`src/rtl/audio_meter_pkg.sv`:
```
// Shared types and helpers for the audio level meter: peak-hold states,
// default parameter values and the per-bin threshold function.
package audio_meter_pkg;

  typedef enum logic [1:0] {
    ST_IDLE  = 2'd0,
    ST_HOLD  = 2'd1,
    ST_DECAY = 2'd2
  } peak_state_e;

  localparam int DEF_DATA_W       = 32;
  localparam int DEF_NUM_CH       = 2;
  localparam int DEF_NUM_BINS     = 10;
  localparam int DEF_BIN_SHIFT    = 3;
  localparam int DEF_HOLD_CYCLES  = 25000000;
  localparam int DEF_DECAY_CYCLES = 2500000;
  localparam int GAIN_MAX         = 7;

  // Bin k lights when the magnitude reaches 2^(DATA_W-1-(NUM_BINS+1-k)*BIN_SHIFT);
  // exponents below zero collapse to a threshold of 1.
  function automatic logic [63:0] thr(input int k, input int data_w,
                                      input int num_bins, input int bin_shift);
    int e;
    e = data_w - 1 - (num_bins + 1 - k) * bin_shift;
    thr = (e < 0) ? 64'd1 : (64'd1 << e);
  endfunction

endpackage

```
`src/rtl/peak_hold_fsm.sv`:
```
// Peak-hold tracker: latches the highest level, holds it, then decays it
// one bin at a time until it returns to zero.
module peak_hold_fsm
  import audio_meter_pkg::*;
#(
  parameter int NUM_BINS     = DEF_NUM_BINS,
  parameter int HOLD_CYCLES  = DEF_HOLD_CYCLES,
  parameter int DECAY_CYCLES = DEF_DECAY_CYCLES,
  parameter int LVL_W        = $clog2(NUM_BINS + 1)
) (
  input  logic             clk,
  input  logic             rst,
  input  logic [LVL_W-1:0] level,
  input  logic             level_valid,
  output logic [LVL_W-1:0] peak
);

  localparam int CNT_MAX = (HOLD_CYCLES > DECAY_CYCLES) ? HOLD_CYCLES : DECAY_CYCLES;
  localparam int CNT_W   = (CNT_MAX > 1) ? $clog2(CNT_MAX) : 1;
  localparam logic [CNT_W-1:0] HOLD_LAST  = CNT_W'(HOLD_CYCLES - 1);
  localparam logic [CNT_W-1:0] DECAY_LAST = CNT_W'(DECAY_CYCLES - 1);

  peak_state_e      state;
  logic [CNT_W-1:0] cnt;
  logic             take;

  // a new level at or above the held peak restarts the hold window
  assign take = level_valid && (level >= peak);

  always_ff @(posedge clk or posedge rst) begin
    if (rst) begin
      state <= ST_IDLE;
      peak  <= '0;
      cnt   <= '0;
    end else begin
      case (state)
        ST_IDLE: begin
          if (level_valid && level != '0) begin
            peak  <= level;
            cnt   <= '0;
            state <= ST_HOLD;
          end
        end
        ST_HOLD: begin
          if (take) begin
            peak <= level;
            cnt  <= '0;
          end else if (cnt == HOLD_LAST) begin
            cnt   <= '0;
            state <= ST_DECAY;
          end else begin
            cnt <= cnt + CNT_W'(1);
          end
        end
        ST_DECAY: begin
          if (take) begin
            peak  <= level;
            cnt   <= '0;
            state <= ST_HOLD;
          end else if (cnt == DECAY_LAST) begin
            cnt  <= '0;
            peak <= peak - LVL_W'(1);
            if (peak == LVL_W'(1)) state <= ST_IDLE;
          end else begin
            cnt <= cnt + CNT_W'(1);
          end
        end
        default: begin
          state <= ST_IDLE;
          peak  <= '0;
          cnt   <= '0;
        end
      endcase
    end
  end

endmodule

```
`src/rtl/audio_level_meter.sv`:
```
// Multi-channel audio level meter: gain, saturating magnitude, max across
// channels, thermometer bar, sticky clip flags and a held peak dot.
module audio_level_meter
  import audio_meter_pkg::*;
#(
  parameter int DATA_W       = DEF_DATA_W,
  parameter int NUM_CH       = DEF_NUM_CH,
  parameter int NUM_BINS     = DEF_NUM_BINS,
  parameter int BIN_SHIFT    = DEF_BIN_SHIFT,
  parameter int HOLD_CYCLES  = DEF_HOLD_CYCLES,
  parameter int DECAY_CYCLES = DEF_DECAY_CYCLES
) (
  input  logic                     CLOCK_50,
  input  logic                     reset,
  input  logic                     in_valid,
  output logic                     in_ready,
  input  logic [NUM_CH*DATA_W-1:0] in_data,
  input  logic [2:0]               gain,
  input  logic                     clip_clr,
  output logic [NUM_BINS-1:0]      level_bar,
  output logic [NUM_BINS-1:0]      peak_dot,
  output logic                     level_valid,
  output logic [NUM_CH-1:0]        clip
);

  localparam int STAGES = 2;
  localparam int MAG_W  = DATA_W - 1;
  localparam int WIDE_W = DATA_W + GAIN_MAX;
  localparam int LVL_W  = $clog2(NUM_BINS + 1);
  localparam logic [MAG_W-1:0] MAG_MAX = '1;

  logic [STAGES:1]                vld_pipe;
  logic [NUM_CH-1:0][MAG_W-1:0]   mag_d, mag_q;
  logic [MAG_W-1:0]               m;
  logic [NUM_BINS-1:0]            bar_d;
  logic [LVL_W-1:0]               lvl_d, lvl_q, peak;
  logic [NUM_CH-1:0]              clip_set;

  assign in_ready = 1'b1;

  for (genvar c = 0; c < NUM_CH; c++) begin : g_ch
    logic [DATA_W-1:0] s, neg;
    logic [WIDE_W-1:0] w;
    logic              ovf;
    assign s = in_data[c*DATA_W +: DATA_W];
    assign w = {{GAIN_MAX{s[DATA_W-1]}}, s} << gain;
    // the shifted value fits only if everything above the new sign bit repeats it
    assign ovf = (w[WIDE_W-1:DATA_W-1] != {(GAIN_MAX+1){w[WIDE_W-1]}});
    assign neg = DATA_W'(0) - w[DATA_W-1:0];
    assign mag_d[c] = ovf               ? MAG_MAX :
                      !w[DATA_W-1]      ? w[MAG_W-1:0] :
                      neg[DATA_W-1]     ? MAG_MAX : neg[MAG_W-1:0];
    assign clip_set[c] = vld_pipe[1] && (mag_q[c] == MAG_MAX);
  end

  always_comb begin
    m = '0;
    for (int c = 0; c < NUM_CH; c++)
      if (mag_q[c] > m) m = mag_q[c];
  end

  always_comb begin
    bar_d = '0;
    lvl_d = '0;
    for (int k = 0; k < NUM_BINS; k++) begin
      if (64'(m) >= thr(k + 1, DATA_W, NUM_BINS, BIN_SHIFT)) begin
        bar_d[k] = 1'b1;
        lvl_d    = lvl_d + LVL_W'(1);
      end
    end
  end

  always_ff @(posedge CLOCK_50 or posedge reset) begin
    if (reset) begin
      vld_pipe  <= '0;
      mag_q     <= '0;
      level_bar <= '0;
      lvl_q     <= '0;
      clip      <= '0;
    end else begin
      vld_pipe <= {vld_pipe[STAGES-1:1], in_valid};
      if (in_valid) mag_q <= mag_d;
      if (vld_pipe[1]) begin
        level_bar <= bar_d;
        lvl_q     <= lvl_d;
      end
      // a new clip event in the same cycle as a clear keeps its flag set
      clip <= (clip_clr ? '0 : clip) | clip_set;
    end
  end

  assign level_valid = vld_pipe[STAGES];

  peak_hold_fsm #(
    .NUM_BINS     (NUM_BINS),
    .HOLD_CYCLES  (HOLD_CYCLES),
    .DECAY_CYCLES (DECAY_CYCLES),
    .LVL_W        (LVL_W)
  ) u_peak (
    .clk         (CLOCK_50),
    .rst         (reset),
    .level       (lvl_q),
    .level_valid (level_valid),
    .peak        (peak)
  );

  always_comb begin
    peak_dot = '0;
    for (int k = 0; k < NUM_BINS; k++)
      peak_dot[k] = (peak == LVL_W'(k + 1));
  end

endmodule

```
`config.mk`:
```
export PLATFORM = sky130hd
export DESIGN_NAME = audio_level_meter
export DESIGN_NICKNAME = d
export VERILOG_FILES = /design/src/rtl/audio_meter_pkg.sv /design/src/rtl/peak_hold_fsm.sv /design/src/rtl/audio_level_meter.sv
export SDC_FILE = /design/constraint.sdc
export NUM_CORES = 1
export LEC_CHECK = 0
export ABC_CLOCK_PERIOD_IN_PS = 10300
export CAP_MARGIN = 15
export CORE_AREA = 2 2 151 153
export CTS_CLUSTER_SIZE = 14
export DETAILED_ROUTE_END_ITERATION = 6
export DIE_AREA = 0 0 153 155
export HOLD_SLACK_MARGIN = 0.05
export PLACE_DENSITY = 0.79
export SLEW_MARGIN = 20
export SYNTH_ARGS = -nofsm -noshare
export SYNTH_HDL_FRONTEND = slang
export SYNTH_SLANG_ARGS = --single-unit
```
`constraint.sdc`:
```
create_clock -name CLOCK_50 -period 10.3 [get_ports CLOCK_50]
set_input_delay 2.575 -clock CLOCK_50 [delete_from_list [all_inputs] [get_ports CLOCK_50]]
set_output_delay 2.575 -clock CLOCK_50 [all_outputs]
set_load 0.05 [all_outputs]
```
==> impl_metrics.yaml <==
status:
  status: "finished clean"
clocking:
  holdBufCountCts: 0
  clk-insertion-delay-late_ps: 360
  cts_root_buffer: "clkbuf_16"
  post-cts-setup-buffers: 0
  clkTransAtPathRegs_ps: 80
  numClockSinks: 111
  h-tree-depth: 3
  numCtsBuffers: 9
  cts_resized: 0
  clockBufferDepth: 2
  cts_tree: "yes"
flow_run:
  drv_cap: 0
sta:
  slew_viol_final: 0
  slew_headroom_pct: 27.62
  finalClockSkew_ps: 7.201
  fin_tns_setup_ps: 0
  rsz0062_at_grt: "no"
  tightest_slew_ps: 1078
  period_needed_ps: 8449
  finalHoldViolations: 0
  setup_violations: 0
  fin_crit_sh_pct: 82.03
  fmax_mhz: 118.4
die:
  ios: 95
  core-area_um2: 22230
  fp.dieArea_um2: 23720
  die_h_um: 155
  die_w_um: 153
  placementRows: 55
  start_util_pct: 48.84
global_routing:
  track_usage_pct: 24.14
  grt_pass1_vias: 9252
  overflow: 0
  grt_max_degree: 66
  antenna_found_initial: 0
  grt_pass1_wl_um: 47290
pwr:
  p_seq_share_pct: 32.6
  p_clk_share_pct: 24.5
  switching_share_pct: 40.45
  intPower_mw: 0.9625
  peakVddDrop_uv: 85.04
  power.density_nw_per_um2: 132.3
  power_mw: 1.616
  switchingPower_mw: 0.6539
  power_leakage_nw: 4.856
  pwr-share-comb_pct: 42.9
routing:
  drt_iter0_drc: 922
  drc: 0
  routed_wl_um: 28870
  vias: 9955
  viasPerCell: 6.226
  ant_nets: 0
  wl_per_cell_um: 18.05
  first_pass_iters: 5
synth:
  syn_nets: 1388
  synth_compound_area_share_pct: 19.79
  muxShareOfSynthArea_pct: 15.39
  synth-seq-area-share_pct: 25.59
  yosys.area.top_type: "dfrtp_1"
  syn_area_per_cell_um2: 8.609
  synth-simple-area-share_pct: 20.59
  ys_types: 79
  synth_xor_area_share_pct: 7.019
  synthTopCellsByArea: "dfrtp_1 (26%), mux4_2 (7.7%), ha_1 (6.5%)"
  yosysWarnings: 0
  ys_ff_latch: 111
  synth_top_family_by_area: "simple AND/OR/NAND/NOR gates"
  async_flop_share_pct: 100.0
  ys.flop_type: "dfrtp_1"
  netlist_instances: 1261
  synth_edf_count: 0
  synth_fa_ha_area_share_pct: 6.455
  synth_top_area_share_pct: 25.59
  syn-cell-area_um2: 10860
layout:
  fin_nets: 1436
  layout_commonest_cell: "nand2_1"
  design_area_um2: 12220
  diodes: 0
  syn_to_final_growth_pct: 12.56
  drive_above_1_share_pct: 9.056
  layout_common_cells: "nand2_1 (116), dfrtp_1 (111), nor2_1 (100), clkdlybuf4s50_1 (89), a21oi_1 (86)"
min_path:
  timing.hold.worst.class: "reg -> reg"
  whs_path_depth: 1
worst_setup_path:
  arrival_ps: 8700
  critPathKind: "reg -> reg"
  end_kind: "flop"
  critPathRequiredTime_ps: 10560
  worst_path_most_repeated_cell: "ha_1"
  r2r.worst_path.cells: 29
  slowest_delay_ps: 680
  critPathSlowestCell: "nor4_2"
  path_max_fanout: 16
  cp-start-kind: "flop"
placement:
  dp_hpwl_um: 22500
  place_area_um2: 11880
  io_buffers: 93
  place_congestion: 0.9060
==> flip-flops by register name, summed over array words and instances (netlist names) <==
signal / count
clip: 2
level_bar: 10
lvl_q: 4
u_peak.cnt: 25
u_peak.peak: 4
mag_q: 62
vld_pipe: 2
u_peak.state: 2
==> cell usage after synthesis (all sizes together) (4+ instances only) <==
cell type,n
o22a,59
dfrtp,111
buf,29
o31ai,9
nor2,100
xor2,38
or2,6
xnor2,43
nand2,116
a31oi,10
a211oi,11
mux4,37
nor2b,12
o41ai,6
ha,56
nand3,31
clkbuf,35
inv,64
nand4,37
o21a,5
mux2i,60
o211ai,5
or4,4
a31o,4
and2,14
nand2b,11
mux2,21
or3,12
and3,23
nor4b,4
nor3,42
nor4,17
a21o,9
a21oi,86
o21ai,86
==> final timing paths <==
path / end / from / slack [ps]
max: lvl_q[1] / mag_q[12] / 1850
min: level_bar[4] / level_bar[4] / 510
max reg2reg: lvl_q[1] / mag_q[12] / 1850
min reg2reg: level_bar[4] / level_bar[4] / 510
max in group asynchronous: mag_q[60] / reset / 6460
min in group asynchronous: u_peak.cnt[11] / reset / 2650
==> area by class of cell <==
type                    count  area [um2]
clock inverters             7       113.9
repair buffers            101       975.9
fillers                  2004       10010
clock buffers               9       225.2
multi-input cells        1021        7523
inverters                  65       246.5
well taps                 285       356.6
flip-flops and latches    111        2778
==> metal layers <==
| layer | vias up | GRT usage, % | wire length, um |
|---|---|---|---|
| met5 | - | 0 | 0 |
| met2 | 368 | 38.31 | 13050 |
| met3 | 53 | 3.008 | 1859 |
| met1 | 4762 | 34.38 | 13190 |
| li1 | 4772 | - | - |
| met4 | 0 | 8.069 | 772 |
==> power by group through the flow <==
stage	Clock [mW]	Combinational (mW)	Sequential [mW]
floorplan	0	0.510	0.519
global placement	0	0.669	0.531
detailed placement	0	0.684	0.534
CTS	0.403	0.688	0.525
global route	0.419	0.761	0.532
finish	0.396	0.694	0.526
==> cells by family (layout without fill, tap and decap cells) <==
| group | Yosys count | in the layout |
|---|---|---|
| AO/OA/AOI/OAI | 322 | 322 |
| XOR/XNOR | 83 | 83 |
| adder cells (fa/ha/maj) | 56 | 56 |
| buffers and inverters | 129 | 182 |
| flip-flops | 111 | 111 |
| multiplexers | 118 | 118 |
| other | 1 | 1 |
| AND/OR/NAND/NOR | 441 | 441 |
==> critical path, delay by kind of cell (launching register included) <==
kind                       cells  cell delay (ps)
adders and majority gates      6             2090
and+or+nand+nor                5             1940
AOI/OAI and AO/OA              7             1800
muxes                          5             1060
xor gates and xnor gates       3              540
buffers and inverters          3              450
DFF                            1              440
==> metrics by stage <==
| stage | hold slack [ps] | utilization (%) | std cells | setup slack (ps) |
|---|---|---|---|---|
| floorplan | 374.5 | - | 1261 | 3024 |
| global placement | 487.0 | 53.43 | 1583 | 2342 |
| detailed placement | 498.8 | 53.43 | 1583 | 1996 |
| CTS | 516.5 | 54.96 | 1599 | 1936 |
| global route | 529.7 | 54.97 | 1599 | 1234 |
| finish | 509.8 | 54.97 | 1599 | 1851 |
(Power assumes the default switching activity.)
